[src/rtl/spi_slave_responder.sv]
// SPI slave responder: oversamples SCK/SS/MOSI in the system clock domain,
// shifts one word per transfer and returns a word from a one-entry tx buffer.
module spi_slave_responder #(
    parameter int unsigned DATA_WIDTH = 8,
    parameter logic        CPOL       = 1'b0,
    parameter logic        CPHA       = 1'b0,
    parameter logic        LSB_FIRST  = 1'b0
) (
    input  logic                  i_sys_clk,
    input  logic                  i_sys_rst,
    input  logic                  i_sck,
    input  logic                  i_ss,
    input  logic                  i_mosi,
    output logic                  o_miso,
    output logic                  o_miso_oe,
    input  logic [DATA_WIDTH-1:0] i_tx_data,
    input  logic                  i_tx_valid,
    output logic                  o_tx_ready,
    output logic [DATA_WIDTH-1:0] o_rx_data,
    output logic                  o_rx_valid,
    output logic                  o_underrun,
    output logic                  o_busy
);

    localparam int unsigned CNT_W = $clog2(DATA_WIDTH + 1);
    localparam logic [CNT_W-1:0] LAST_CNT = CNT_W'(DATA_WIDTH - 1);

    typedef enum logic [1:0] {
        S_IDLE  = 2'd0,
        S_LOAD  = 2'd1,
        S_SHIFT = 2'd2
    } state_t;

    function automatic logic head_bit(input logic [DATA_WIDTH-1:0] w);
        return LSB_FIRST ? w[0] : w[DATA_WIDTH-1];
    endfunction

    function automatic logic [DATA_WIDTH-1:0] advance(input logic [DATA_WIDTH-1:0] w);
        return LSB_FIRST ? (w >> 1) : (w << 1);
    endfunction

    // First received bit ends up at index 0 (LSB first) or at the MSB.
    function automatic logic [DATA_WIDTH-1:0] insert_bit(input logic [DATA_WIDTH-1:0] w,
                                                         input logic b);
        return LSB_FIRST ? {b, w[DATA_WIDTH-1:1]} : {w[DATA_WIDTH-2:0], b};
    endfunction

    logic sck_s1_q, sck_s2_q, sck_s3_q, sck_s1_d, sck_s2_d, sck_s3_d;
    logic ss_s1_q, ss_s2_q, ss_s3_q, ss_s1_d, ss_s2_d, ss_s3_d;
    logic mosi_s1_q, mosi_s2_q, mosi_s1_d, mosi_s2_d;

    state_t                  state_q, state_d;
    logic [CNT_W-1:0]        bit_cnt_q, bit_cnt_d;
    logic [DATA_WIDTH-1:0]   tx_sh_q, tx_sh_d;
    logic [DATA_WIDTH-1:0]   rx_sh_q, rx_sh_d;
    logic [DATA_WIDTH-1:0]   tx_buf_q, tx_buf_d;
    logic                    tx_ready_q, tx_ready_d;
    logic                    miso_q, miso_d;
    logic                    miso_oe_q, miso_oe_d;
    logic [DATA_WIDTH-1:0]   rx_data_q, rx_data_d;
    logic                    rx_valid_q, rx_valid_d;
    logic                    underrun_q, underrun_d;
    logic                    busy_q, busy_d;

    logic                    lead_c, trail_c, ss_fall_c, sample_c, shift_c;
    logic [DATA_WIDTH-1:0]   load_word_c, rx_next_c;

    assign lead_c    = (sck_s2_q != CPOL) && (sck_s3_q == CPOL);
    assign trail_c   = (sck_s2_q == CPOL) && (sck_s3_q != CPOL);
    assign ss_fall_c = !ss_s2_q && ss_s3_q;
    assign sample_c  = CPHA ? trail_c : lead_c;
    // CPHA=0: the trailing edge that follows a word's last sample lands after
    // the reload and must not advance the freshly presented first bit.
    assign shift_c   = CPHA ? lead_c : (trail_c && (bit_cnt_q != '0));
    assign rx_next_c = insert_bit(rx_sh_q, mosi_s2_q);

    always_comb begin
        sck_s1_d    = i_sck;
        sck_s2_d    = sck_s1_q;
        sck_s3_d    = sck_s2_q;
        ss_s1_d     = i_ss;
        ss_s2_d     = ss_s1_q;
        ss_s3_d     = ss_s2_q;
        mosi_s1_d   = i_mosi;
        mosi_s2_d   = mosi_s1_q;
        state_d     = state_q;
        bit_cnt_d   = bit_cnt_q;
        tx_sh_d     = tx_sh_q;
        rx_sh_d     = rx_sh_q;
        tx_buf_d    = tx_buf_q;
        tx_ready_d  = tx_ready_q;
        miso_d      = miso_q;
        miso_oe_d   = miso_oe_q;
        rx_data_d   = rx_data_q;
        rx_valid_d  = 1'b0;
        underrun_d  = 1'b0;
        busy_d      = !ss_s2_q;
        load_word_c = '0;

        if (i_tx_valid && tx_ready_q) begin
            tx_buf_d   = i_tx_data;
            tx_ready_d = 1'b0;
        end

        if ((state_q != S_IDLE) && ss_s2_q) begin
            state_d   = S_IDLE;
            miso_oe_d = 1'b0;
            miso_d    = 1'b0;
            bit_cnt_d = '0;
        end else begin
            case (state_q)
                S_IDLE: begin
                    miso_oe_d = 1'b0;
                    miso_d    = 1'b0;
                    bit_cnt_d = '0;
                    if (ss_fall_c) begin
                        state_d = S_LOAD;
                    end
                end
                S_LOAD: begin
                    if (!tx_ready_q) begin
                        load_word_c = tx_buf_q;
                        tx_ready_d  = 1'b1;
                    end else begin
                        underrun_d  = 1'b1;
                    end
                    miso_oe_d = 1'b1;
                    bit_cnt_d = '0;
                    rx_sh_d   = '0;
                    miso_d    = CPHA ? 1'b0 : head_bit(load_word_c);
                    tx_sh_d   = CPHA ? load_word_c : advance(load_word_c);
                    state_d   = S_SHIFT;
                end
                S_SHIFT: begin
                    if (shift_c) begin
                        miso_d  = head_bit(tx_sh_q);
                        tx_sh_d = advance(tx_sh_q);
                    end
                    if (sample_c) begin
                        rx_sh_d = rx_next_c;
                        if (bit_cnt_q == LAST_CNT) begin
                            rx_data_d  = rx_next_c;
                            rx_valid_d = 1'b1;
                            bit_cnt_d  = '0;
                            state_d    = S_LOAD;
                        end else begin
                            bit_cnt_d  = bit_cnt_q + CNT_W'(1);
                        end
                    end
                end
                default: begin
                    state_d = S_IDLE;
                end
            endcase
        end
    end

    always_ff @(posedge i_sys_clk) begin
        if (i_sys_rst) begin
            sck_s1_q   <= CPOL;
            sck_s2_q   <= CPOL;
            sck_s3_q   <= CPOL;
            ss_s1_q    <= 1'b1;
            ss_s2_q    <= 1'b1;
            ss_s3_q    <= 1'b1;
            mosi_s1_q  <= 1'b0;
            mosi_s2_q  <= 1'b0;
            state_q    <= S_IDLE;
            bit_cnt_q  <= '0;
            tx_sh_q    <= '0;
            rx_sh_q    <= '0;
            tx_buf_q   <= '0;
            tx_ready_q <= 1'b1;
            miso_q     <= 1'b0;
            miso_oe_q  <= 1'b0;
            rx_data_q  <= '0;
            rx_valid_q <= 1'b0;
            underrun_q <= 1'b0;
            busy_q     <= 1'b0;
        end else begin
            sck_s1_q   <= sck_s1_d;
            sck_s2_q   <= sck_s2_d;
            sck_s3_q   <= sck_s3_d;
            ss_s1_q    <= ss_s1_d;
            ss_s2_q    <= ss_s2_d;
            ss_s3_q    <= ss_s3_d;
            mosi_s1_q  <= mosi_s1_d;
            mosi_s2_q  <= mosi_s2_d;
            state_q    <= state_d;
            bit_cnt_q  <= bit_cnt_d;
            tx_sh_q    <= tx_sh_d;
            rx_sh_q    <= rx_sh_d;
            tx_buf_q   <= tx_buf_d;
            tx_ready_q <= tx_ready_d;
            miso_q     <= miso_d;
            miso_oe_q  <= miso_oe_d;
            rx_data_q  <= rx_data_d;
            rx_valid_q <= rx_valid_d;
            underrun_q <= underrun_d;
            busy_q     <= busy_d;
        end
    end

    assign o_miso     = miso_q;
    assign o_miso_oe  = miso_oe_q;
    assign o_tx_ready = tx_ready_q;
    assign o_rx_data  = rx_data_q;
    assign o_rx_valid = rx_valid_q;
    assign o_underrun = underrun_q;
    assign o_busy     = busy_q;

endmodule

[config.mk]
export PLATFORM = sky130hd
export DESIGN_NAME = spi_slave_responder
export DESIGN_NICKNAME = d
export VERILOG_FILES = /design/src/rtl/spi_slave_responder.sv
export SDC_FILE = /design/constraint.sdc
export NUM_CORES = 1
export LEC_CHECK = 0
export ABC_CLOCK_PERIOD_IN_PS = 3400
export CAP_MARGIN = 20
export CELL_PAD_IN_SITES_DETAIL_PLACEMENT = 1
export CELL_PAD_IN_SITES_GLOBAL_PLACEMENT = 2
export CORE_ASPECT_RATIO = 0.9
export CORE_MARGIN = 4
export CORE_UTILIZATION = 36
export DETAILED_ROUTE_END_ITERATION = 10
export MAX_ROUTING_LAYER = met4
export PLACE_DENSITY_LB_ADDON = 0.08
export SYNTH_ARGS = -nofsm -noshare
export SYNTH_HDL_FRONTEND = slang
export SYNTH_SLANG_ARGS = --single-unit
[constraint.sdc]
create_clock -name i_sys_clk -period 3.4 [get_ports i_sys_clk]
set_input_delay 0.51 -clock i_sys_clk [delete_from_list [all_inputs] [get_ports i_sys_clk]]
set_output_delay 0.51 -clock i_sys_clk [all_outputs]
set_load 0.01 [all_outputs]
== Word level (Yosys, flattened, before mapping) ==
Cells that the tools add are included.
Word-level totals
  flip-flop bits (word level): 51
  latch bits: 0
  RAM bits: 0
  bits in read-only memories: 0
  input port bits: 14
  output and inout port bits: 14
  logic and storage cells: 79
  memories kept: 0
Cells by class
  add/subtract/negate cells: 1
  multipliers: 0
  div/mod/pow operators: 0
  $lt $le $gt $ge: 0
  equal/unequal tests: 7
  shift-type cells: 0
  mux-type cells: 21
  bitwise gates (word level): 6
  reduce and logical (&&, ||, !) cells: 24
Operators with widths (number)
  two-way mux 8 bit: 2
  case mux 8 bit (2 select lines): 1
  case mux 7 bit (2 select lines): 1
  AND reduction 3 bit: 3
  two-way mux 4 bit: 2
  inequality test 2 bit, second input constant: 4
  case mux 4 bit (2 select lines): 1
  nonzero test 2 bit: 4
  two-way mux 1 bit: 7
  two-way mux 7 bit: 1
  logical AND 1 bit: 6
  two-way mux 2 bit: 3
  NOT 1 bit: 6
  case mux 2 bit (3 select lines): 1
  adder 4 x 1 -> 4 bit, second input constant: 1
  == test 4 x 3 -> 1 bit, second input constant: 1
  AND reduction 2 bit: 2
  AND reduction 4 bit: 1
  nonzero test 4 bit: 1
  OR reduction 2 bit: 2
  OR reduction 4 bit: 1
  case mux 1 bit (3 select lines): 1
  nonzero test 3 bit: 1
  OR reduction 3 bit: 1
  5 further kinds: 5

== Depth between registers and ports, before layout ==
Gate-level depths: netlist (run 1).
  depth after elaboration: 5
  gate-level depth with buffers: 7
  mapped depth without buffers: 6

== Least setup slack after synthesis (run 1) ==
No wires, ideal clock.
  kind: flip-flop to flip-flop
  start: reg state_q[0]
  end: reg miso_q, in the netlist o_miso
  library setup time: 126 ps
  arrival: 1611 ps
  required time: 3274 ps
  setup slack: 1663 ps
  cell stages (with the launch flop): 7
  path buffers: 1
  period minus slack after synthesis: 1737 ps
  cells stage by stage: dfxtp_1 > inv_1 > ha_1 > nor2b_1 > or2_2 > clkbuf_1 > o41ai_1
On the way
  longest elaborated chain between the ends: 3
  elaborated cells on any way between the ends: 10
  classes of those cells: eq/ne (3); mux (1); reduce/logical (6)
Ends and longest elaborated chain
  start: declaration: RTL line 52  | state_t state_q, state_d;
  start signal: assignment: RTL line 189  | state_q <= state_d;
  == test 2 bit, or another cell as far along: RTL line 111  | case (state_q)
  inequality test 2 bit (no source line), or another cell as far along
  AND reduction 2 bit (no source line) or OR reduction 2 bit (tied branches)
  end signal: assignment: RTL line 195  | miso_q <= miso_d;
  end: declaration: RTL line 58  | logic miso_q, miso_d;
Parallel ways exist; a longest one is shown, timed or not.
A chain may end at the register's enable or synchronous reset.

== Final worst setup path (run 1) ==
  start: reg state_q[0]
  end: reg rx_data_q[1], in the netlist o_rx_data[1]
On the way
  longest elaborated chain between the ends: 4
  elaborated cells on any way between the ends: 5
  classes of those cells: eq/ne (1); bitwise (1); reduce/logical (3)
Ends and longest elaborated chain
  nonzero test 2 bit: RTL line 105  | if ((state_q != S_IDLE) && ss_s2_q) begin
  logical AND 1 bit: RTL line 105
  NOT 1 bit (no source line)
  AND reduction 4 bit (no source line) (*)
  end signal: assignment: RTL line 197  | rx_data_q <= rx_data_d;
  end: declaration: RTL line 60  | logic [DATA_WIDTH-1:0] rx_data_q, rx_data_d;
Mark *: on every way between the ends. The rest lies on a longest branch, timed or not.

==> results.md, run 1 <==
- Yosys warns: 0
- Placed insts: 302
- VDD IR-drop max: around 0.28 mV
- Avg WL per Cell: between 15 and 20 µm
- Count of final setup violators: 0
- Final WS setup: around 0.94 ns
- Vias per cell: 5.18
- Post-CTS Setup Bufs: 0
- Achievable Freq: approximately 0.41 GHz
- Routed Antenna Nets: 0
- Die area: around 6900 µm²
- Number of clock sinks: 50
- Residual DRC: 0
- Number of synthesized register bits: 50
- Die Height: about 80 µm
- Die Span X: approximately 87 µm
- Status: complete, no violations
- Fin Setup TNS: 0 ns
- NumNets Final: 262
- Num rows: 25
- Clk Tree Root Cell: clkbuf_8
- Yosys cell types: 43
- Via count: between 1,500 and 2,000
- Routed wire length: between 4000 and 5000 µm
- Total power per unit cell area: just under 600 nW/µm²
- Buf/Inv on CP: 1
- Internal reg-to-reg setup slack: 0.94 ns
- Hold Path Depth: 1
- CP required: roughly 3.6 ns
- Dpl hpwl: between 3000 and 4000 µm
- RD Place Congestion: approximately 0.73
- Post-synthesis sequential area ratio: 0.491
- Diodes inserted: 0
- Commonest non-fill, non-tap cell in the layout: dfxtp_1
- RR Startpoint: state_q[0]$_SDFFE_PP0P_
- Dpl ws: 0.905 ns
- Clock Tree Buf Depth: 2
- Core area: around 5400 µm²
- Clock latency at the later pin of the worst-skew pair: ~0.3 ns
- Largest net degree at the start of global routing: 41
- CTS tree: built
- Launch point of the worst hold path: ss_s1_q$_SDFF_PP1_
- Post-synth ARST share: 0
- Cts hold-fix bufs: 0
- Initial core utilization: 0.379
- Clock Skews: approximately 0.0057 ns
- Vias in the first global route: 1,652
- Clock slew at reported path FFs: roughly 0.090 ns
- Post-synth EDFFs: 0
- Worst r2r dst: o_rx_data[1]$_SDFFE_PP0P_
- Cells after Synth: roughly 220
- Final period util: 0.724
- CP Max Fanout: 25
- Post-CTS sizing: 0
- GRT Util Overall: 0.151
- Top Family by Delay on Critical Path: simple AND/OR/NAND/NOR gates
- WHS Endpoint: ss_s2_q$_SDFF_PP1_
- Startpoint Class: flop
- Lkg Pwr: around 0.00085 µW
- Slowest Stage Delay on Critical Path: around 0.76 ns
- IO buf count: 27
- Grt total ovfl: 0
- Worst Tran Pin Value: a little over 0.9 ns
- Crit path DAT: approximately 2.6 ns
- WS Path Type: reg2reg
- Post-Syn Nets: 238
- Global-route wire length before repair: 8110 µm
- Io pins: 28
- Drt initial violations: between 80 and 90
- Syn-to-layout area delta: 19.6%
- Max-cap violations: 0
- Hold Vio Cnt, Final: 0
- Synth Flop Type: dfxtp_1
- HP Class: reg2reg
- Most frequent cells in the layout: dfxtp_1, nor2_1, clkdlybuf4s50_1
- CP endpoint kind: flop
- Layout Utilization: 0.453
- Register-to-Register Path Depth: 6
- Post-route insts no fill: 309
- Mean Syn Cell Area: ~9.3 µm²
- Fin. max-slew vios: 0
- Post-Syn Area: roughly 2000 µm²
- CP Cell Sequence: inv_1 > ha_1 > nand2b_2 > nor4_4 > mux2i_1 > nor2_1
- Min cycle time layout: about 2.5 ns
- Worst slew margin: 0.396
- Htree depth: 2
- Drt pass-1 iters: 4
- Num CTS Buffers: 5
- Fraction of final layout cells sized beyond drive strength 1: 0.0826
- Antenna violations before repair: 0
- RSZ-0062 raised after global routing: no
- Worst path slowest cell: ha_1
-- kinds of logic after synthesis --
kind of cell    share of synthesized area
mux                                0.0393
compound gates                      0.165
fa+ha+maj                          0.0368
simple gates                        0.225
xor+xnor                          0.00430
flops                               0.491
buf+inv                            0.0381
-- through the flow --
step | total power, µW | hold WS, ns | instance area, µm²
after global placement | 1080 | 0.397 | 2360
after detailed placement | 1100 | 0.414 | 2360
after floorplan | 983 | 0.389 | 2040
final | 1430 | 0.435 | 2440
after global routing | 1530 | 0.461 | 2440
after CTS | 1450 | 0.445 | 2440
-- registers in the layout, indices dropped and copies added (netlist names), 2 cells and up --
name	flops
bit_cnt_q	4
rx_sh_q	7
tx_sh_q	7
tx_buf_q	8
state_q	2
o_rx_data	8
-- worst reg2reg max path, delay by kind of cell, from the launching register on --
family / cells / cell delay, ns
mux: 1 / 0.26
flops: 1 / 0.35
fa+ha+maj: 1 / 0.76
simple gates: 3 / 0.88
buf+inv: 1 / 0.09
-- synth_stat cells, drive strengths merged (2+ instances only) --
cell    number  area share
a22oi        8       0.029
a21o         2      0.0074
o211ai       2      0.0074
mux2i        8       0.039
or4          2      0.0074
ha           6       0.037
nand2       14       0.026
a21oi       19       0.047
nand2b       5       0.018
or2          4       0.012
o21ai        2      0.0049
buf          4      0.0086
clkbuf       7       0.013
nand3       10       0.025
nor3         2      0.0074
dfxtp       50        0.49
nor2b        5       0.015
inv          9       0.017
a211oi       6       0.022
nor3b        6       0.022
nor4         2       0.014
nor2        28       0.052
-- metal layers --
layer | vias to the layer above | share of wire | track usage | wire length [µm]
li1 | 806 | - | - | -
met1 | 770 | 0.51 | 0.212 | 2470
met2 | 22 | 0.46 | 0.221 | 2210
met3 | 2 | 0.024 | 0.0310 | 114
met4 | 0 | 0.0056 | 0.0429 | 27
met5 | - | 0 | - | 0
-- layout make-up --
type | instances | area (µm²)
fill | 621 | 2940
sequential | 50 | 1000
multi-input combinational | 148 | 960
timing repair buffer | 28 | 278
tap | 67 | 83.8
clock buffer | 5 | 68.8
inverter | 9 | 33.8
clock inverter | 2 | 13.8
-- worst max-delay path by stage --
stage / from / endpoint / slack, ns / cells after the start
after floorplan: state_q[0]$_SDFFE_PP0P_ / o_miso$_SDFFE_PP0P_ / 1.66 / 6
after global placement: state_q[0]$_SDFFE_PP0P_ / o_rx_data[3]$_SDFFE_PP0P_ / 1.04 / 6
after detailed placement: state_q[0]$_SDFFE_PP0P_ / o_rx_data[5]$_SDFFE_PP0P_ / 0.90 / 6
after CTS: state_q[0]$_SDFFE_PP0P_ / o_rx_data[5]$_SDFFE_PP0P_ / 0.90 / 6
after global routing: state_q[0]$_SDFFE_PP0P_ / o_rx_data[2]$_SDFFE_PP0P_ / 0.72 / 6
final: state_q[0]$_SDFFE_PP0P_ / o_rx_data[1]$_SDFFE_PP0P_ / 0.94 / 6
-- where the power goes --
| group | total [µW] | internal (µW) | switching [µW] |
|---|---|---|---|
| sequential | 694 | 648 | 46.2 |
| combinational | 392 | 149 | 242 |
| clock | 343 | 143 | 200 |
Power figures use the tool's default switching activity.
==> run 2: changes to the inputs <==
--- a/config.mk
+++ b/config.mk
@@ -5,13 +5,13 @@
 export SDC_FILE = /design/constraint.sdc
 export NUM_CORES = 1
 export LEC_CHECK = 0
-export ABC_CLOCK_PERIOD_IN_PS = 3400
+export ABC_CLOCK_PERIOD_IN_PS = 2200
 export CAP_MARGIN = 20
 export CELL_PAD_IN_SITES_DETAIL_PLACEMENT = 1
 export CELL_PAD_IN_SITES_GLOBAL_PLACEMENT = 2
 export CORE_ASPECT_RATIO = 0.9
 export CORE_MARGIN = 4
-export CORE_UTILIZATION = 36
+export CORE_UTILIZATION = 30
 export DETAILED_ROUTE_END_ITERATION = 10
 export MAX_ROUTING_LAYER = met4
 export PLACE_DENSITY_LB_ADDON = 0.08
==> constraint.sdc (replaced) <==
create_clock -name i_sys_clk -period 2.2 [get_ports i_sys_clk]
set_input_delay 0.33 -clock i_sys_clk [delete_from_list [all_inputs] [get_ports i_sys_clk]]
set_output_delay 0.33 -clock i_sys_clk [all_outputs]
set_load 0.01 [all_outputs]
==> run 2 against run 1 <==
Worst setup slack got worse by 0.74 ns. Clock power grew 100%. Sequential share of layout area shrank 1.7 points. Cell count grew 9.4%. Hold slack got worse by 0.029 ns. Via count is 3.1% higher. Fmax up 23%. Critical endpoint is now tx_sh_q[1]$_SDFFE_PP0P_. Largest cell class unchanged. Highest routed layer unchanged.
==> results.md, run 2 (synthesis results as in run 1) <==
- Status: complete, no violations
- Drt pass-1 iters: 5 (+1)
- HP Class: reg2reg
- Clock Tree Buf Depth: 2 (unchanged)
- Fraction of final layout cells sized beyond drive strength 1: 0.105 (+0.0222)
- Post-CTS Setup Bufs: 0 (unchanged)
- Most frequent cells in the layout: dfxtp_1, nor2_1, clkdlybuf4s50_1
- VDD IR-drop max: 0.373 mV (+35%)
- Top Family by Delay on Critical Path: simple AND/OR/NAND/NOR gates
- Area after DPL: 2420 µm² (+2.8%)
- Vias per cell: 4.88 (-5.8%)
- Vias in the first global route: 1,644 (-0.48%)
- Lkg Pwr: 0.000896 µW (+5.0%)
- Syn-to-layout area delta: 24.8%
- RSZ-0062 raised after global routing: no
- Number of clock sinks: 50 (unchanged)
- Die area: 8180 µm² (+18%)
- Worst slew margin: 0.540 (+0.144)
- Fin. max-slew vios: 0 (unchanged)
- Internal reg-to-reg setup slack: 0.20 ns (-0.74 ns)
- Worst r2r dst: tx_sh_q[1]$_SDFFE_PP0P_
- Max-cap violations: 0 (unchanged)
- Die Height: 86.2 µm (+8.6%)
- Residual DRC: 0 (unchanged)
- Hold Path Depth: 1 (unchanged)
- Achievable Freq: 0.500 GHz (+23%)
- CP required: 2.44 ns (-1.13 ns)
- CP Max Fanout: 13 (-48%)
- Crit path DAT: 2.24 ns (-0.40 ns)
- Count of final setup violators: 0 (unchanged)
- Global-route wire length before repair: 8310 µm (+2.5%)
- WS Path Type: reg2reg
- Antenna violations before repair: 0 (unchanged)
- Core area: 6590 µm² (+22%)
- Dpl hpwl: 3610 µm (+5.2%)
- Htree depth: 2 (unchanged)
- Avg WL per Cell: 14.7 µm (-6.0%)
- Hold Vio Cnt, Final: 0 (unchanged)
- Clock Skews: 0.0147 ns (+0.00901 ns)
- Launch point of the worst hold path: ss_s1_q$_SDFF_PP1_
- Routed Antenna Nets: 0 (unchanged)
- Startpoint Class: flop
- Hold slack: 0.406 ns (-0.0291 ns)
- Die Span X: 94.9 µm (+8.7%)
- Worst path slowest cell: nor2b_1
- NumNets Final: 267 (+1.9%)
- CP endpoint kind: flop
- Initial core utilization: 0.309 (-0.0694)
- Register-to-Register Path Depth: 7 (+1)
- GRT Util Overall: 0.132 (-0.0191)
- Total power per unit cell area: 943 nW/µm² (+61%)
- Slowest Stage Delay on Critical Path: 0.57 ns (-0.19 ns)
- Clock slew at reported path FFs: 0.10 ns (about the same)
- Num rows: 28 (+12%)
- Worst Tran Pin Value: 0.689 ns (-0.217 ns)
- Clock latency at the later pin of the worst-skew pair: 0.31 ns (about the same)
- Cts hold-fix bufs: 0 (unchanged)
- Io pins: 28 (unchanged)
- Buf/Inv on CP: 2 (+1)
- Commonest non-fill, non-tap cell in the layout: dfxtp_1
- Via count: 1,649 (+3.1%)
- Clk Tree Root Cell: clkbuf_8
- CTS tree: built
- Grt total ovfl: 0 (unchanged)
- WHS Endpoint: ss_s2_q$_SDFF_PP1_
- Largest net degree at the start of global routing: 25 (-39%)
- Fin Setup TNS: 0 ns (unchanged)
- Post-CTS sizing: 0 (unchanged)
- CP Cell Sequence: inv_1 > ha_1 > nor2b_1 > a2111oi_4 > buf_4 > nand2b_1 > a21oi_1
- IO buf count: 27 (unchanged)
- Fill count: 779 (+25%)
- Routed wire length: 4960 µm (+2.9%)
- Diodes inserted: 0 (unchanged)
- Final period util: 0.910 (+0.185)
- Design area: 2540 µm² (+4.3%)
- Min cycle time layout: 2.00 ns (-0.461 ns)
- Drt initial violations: 40 (-52%)
- RD Place Congestion: 0.832 (+15%)
- RR Startpoint: state_q[1]$_SDFFE_PP0P_
- Num CTS Buffers: 5 (unchanged)
[run 2: worst max-delay path by stage]
stage               cells after the start                       to                    start  slack, ns
finish                                  7  tx_sh_q[1]$_SDFFE_PP0P_  state_q[1]$_SDFFE_PP0P_       0.20
global route                            7  tx_sh_q[6]$_SDFFE_PP0P_  state_q[0]$_SDFFE_PP0P_       0.09
CTS                                     7  tx_sh_q[1]$_SDFFE_PP0P_  state_q[1]$_SDFFE_PP0P_       0.20
detailed placement                      7  tx_sh_q[1]$_SDFFE_PP0P_  state_q[0]$_SDFFE_PP0P_       0.25
global placement                        7  tx_sh_q[2]$_SDFFE_PP0P_  state_q[0]$_SDFFE_PP0P_       0.35
floorplan                               6      o_miso$_SDFFE_PP0P_  state_q[0]$_SDFFE_PP0P_       0.46
[run 2: power breakdown]
part           leakage, µW  switching, µW  internal, µW
combinational     0.000428            389           251
clock            0.0000618            324           375
sequential        0.000407           59.6          1000
total             0.000896            772          1630
[run 2: through the flow]
step	instances	utilization	setup slack [ns]	power, µW
after global routing	338	0.386	0.0912	2550
after global placement	330	0.368	0.352	1690
after detailed placement	330	0.368	0.250	1720
after CTS	338	0.386	0.204	2420
final	338	0.386	0.198	2400
after floorplan	218	-	0.463	1520
[run 2: layer usage]
| metal | part of all wire | track usage |
|---|---|---|
| met2 | 0.47 | 0.197 |
| met5 | 0 | - |
| met4 | 0.0085 | 0.0354 |
| met1 | 0.50 | 0.182 |
| met3 | 0.028 | 0.0286 |
[run 2: cell type report]
cell class | instances | area [µm²] | area share
Clock inverter | 2 | 38.8 | 0.0152
Inverter | 9 | 33.8 | 0.0133
Tap cell | 90 | 113 | 0.0443
Clock buffer | 6 | 82.6 | 0.0325
Sequential cell | 50 | 1000 | 0.394
Timing Repair Buffer | 33 | 315 | 0.124
Multi-Input combinational cell | 148 | 960 | 0.377
==> run 3: changes to the inputs <==
--- a/config.mk
+++ b/config.mk
@@ -11,7 +11,8 @@
 export CELL_PAD_IN_SITES_GLOBAL_PLACEMENT = 2
 export CORE_ASPECT_RATIO = 0.9
 export CORE_MARGIN = 4
-export CORE_UTILIZATION = 30
+export CORE_UTILIZATION = 31
+export CTS_BUF_LIST = sky130_fd_sc_hd__clkbuf_8
 export DETAILED_ROUTE_END_ITERATION = 10
 export MAX_ROUTING_LAYER = met4
 export PLACE_DENSITY_LB_ADDON = 0.08
==> run 3 against run 2 <==
Largest cell class unchanged. Critical path depth is the same. Via count shrank 1.5%. Clock skew shrank 0.0050 ns.
==> results.md, run 3 (synthesis results as in run 1) <==
- CTS tree: built
- Dpl hpwl: 3710 µm (+2.7%)
- Via count: 1,624 (-1.5%)
- Residual DRC: 0 (unchanged)
- Grt total ovfl: 0 (unchanged)
- Drt pass-1 iters: 4 (-1)
- Die Span X: 93.5 µm (-1.5%)
- Commonest non-fill, non-tap cell in the layout: dfxtp_1
- Syn-to-layout area delta: 24.9% (about the same)
- Fin. max-slew vios: 0 (unchanged)
- Final period util: 0.899 (-0.0104)
- CP Max Fanout: 13 (unchanged)
- Routed wire length: 5080 µm (+2.3%)
- Clock Tree Buf Depth: 2 (unchanged)
- Count of final setup violators: 0 (unchanged)
- Clock Skews: 0.00968 ns (-0.00502 ns)
- Worst slew margin: 0.532 (-0.00771)
- VDD IR-drop max: 0.278 mV (-25%)
- Die Height: 84.9 µm (-1.5%)
- Max-cap violations: 0 (unchanged)
- Lkg Pwr: 0.000896 µW (about the same)
- RD Place Congestion: 0.819 (-1.6%)
- Largest net degree at the start of global routing: 41 (+64%)
- Io pins: 28 (unchanged)
- Htree depth: 2 (unchanged)
- Initial core utilization: 0.326 (+0.0167)
- Number of clock sinks: 50 (unchanged)
- Die area: 7940 µm² (-2.9%)
- WS Path Type: reg2reg
- Vias in the first global route: 1,734 (+5.5%)
- Avg WL per Cell: 15.2 µm (+3.5%)
- Global-route wire length before repair: 8760 µm (+5.4%)
- HP Class: reg2reg
- Vias per cell: 4.86 (-0.34%)
- Hold Vio Cnt, Final: 0 (unchanged)
- Antenna violations before repair: 0 (unchanged)
- Clk Tree Root Cell: clkbuf_8
- GRT Util Overall: 0.142 (+0.00929)
- Diodes inserted: 0 (unchanged)
- Routed Antenna Nets: 0 (unchanged)
- Clock slew at reported path FFs: 0.09 ns (about the same)
- Worst Tran Pin Value: 0.700 ns (+0.0115 ns)
- CP required: 2.44 ns (about the same)
- Min cycle time layout: 1.98 ns (-0.0229 ns)
- RSZ-0062 raised after global routing: no
- Most frequent cells in the layout: dfxtp_1, nor2_1, clkdlybuf4s50_1
- CP endpoint kind: flop
- Achievable Freq: 0.505 GHz (+1.2%)
- Final WS setup: 0.221 ns (+0.0229 ns)
- Fraction of final layout cells sized beyond drive strength 1: 0.101 (-0.00362)
- Drt initial violations: 39 (-2.5%)
- Startpoint Class: flop
- IO buf count: 27 (unchanged)
- Dpl ws: 0.253 ns (+0.00329 ns)
- Status: complete, no violations
- Total power per unit cell area: 940 nW/µm² (-0.29%)
- Cts hold-fix bufs: 0 (unchanged)
- Num rows: 27 (-3.6%)
- Num CTS Buffers: 5 (unchanged)
- Post-CTS Setup Bufs: 0 (unchanged)
- Clock latency at the later pin of the worst-skew pair: 0.31 ns (about the same)
- Crit path DAT: 2.22 ns (-0.02 ns)
- NumNets Final: 266 (-0.37%)
- Core area: 6250 µm² (-5.1%)
- Post-CTS sizing: 0 (unchanged)
- Layout Utilization: 0.407 (+0.0210)
- Fin Setup TNS: 0 ns (unchanged)
[run 3: changes by cell type in the layout (fill, tap and decap cells not counted)]
cell	delta
buf_12	+1
buf_4	-2
[run 3: routing by layer]
metal | vias to the layer above | track usage | routed length (µm)
met1 | 770 | 0.192 | 2600
met4 | 0 | 0.0479 | 73
met2 | 28 | 0.211 | 2280
met3 | 7 | 0.0266 | 125
met5 | - | - | 0
li1 | 819 | - | -
[run 3: layout make-up]
class                           instances  area [µm²]
Clock buffer                            6        82.6
Clock inverter                          2        38.8
Fill cell                             721        3700
Inverter                                9        33.8
Multi-Input combinational cell        148         960
Sequential cell                        50        1000
Tap cell                               87         109
Timing Repair Buffer                   32         320
[run 3: through the flow]
| stage | hold WS [ns] | area, µm² | total power [µW] | instances |
|---|---|---|---|---|
| finish | 0.425 | 2540 | 2390 | 334 |
| global route | 0.459 | 2540 | 2540 | 334 |
| CTS | 0.428 | 2540 | 2420 | 334 |
| detailed placement | 0.403 | 2420 | 1720 | 326 |
| global placement | 0.400 | 2420 | 1690 | 326 |
| floorplan | 0.389 | 2040 | 1520 | 218 |
[run 3: path summary, 6_finish.rpt]
kind / start / endpoint / slack, ns / depth (start not counted)
setup / recovery: state_q[1]$_SDFFE_PP0P_ / tx_sh_q[1]$_SDFFE_PP0P_ / 0.22 / 7
hold / removal: ss_s1_q$_SDFF_PP1_ / ss_s2_q$_SDFF_PP1_ / 0.43 / 1
hold reg to reg: ss_s1_q$_SDFF_PP1_ / ss_s2_q$_SDFF_PP1_ / 0.43 / 1
setup reg to reg: state_q[1]$_SDFFE_PP0P_ / tx_sh_q[1]$_SDFFE_PP0P_ / 0.22 / 7
[run 3: report_power, final]
| part | leakage [µW] | internal (µW) | total [µW] | switching, µW |
|---|---|---|---|---|
| combinational | 0.000427 | 251 | 636 | 385 |
| clock | 0.0000618 | 374 | 695 | 320 |
| sequential | 0.000407 | 1000 | 1060 | 60.5 |
[run 3: critical path: stages, from the launching register on]
cell       delay [ns]
dfxtp_1          0.40
inv_1            0.09
ha_1             0.24
nor2b_1          0.57
a2111oi_4        0.11
buf_4            0.22
nand2b_1         0.15
a21oi_1          0.14
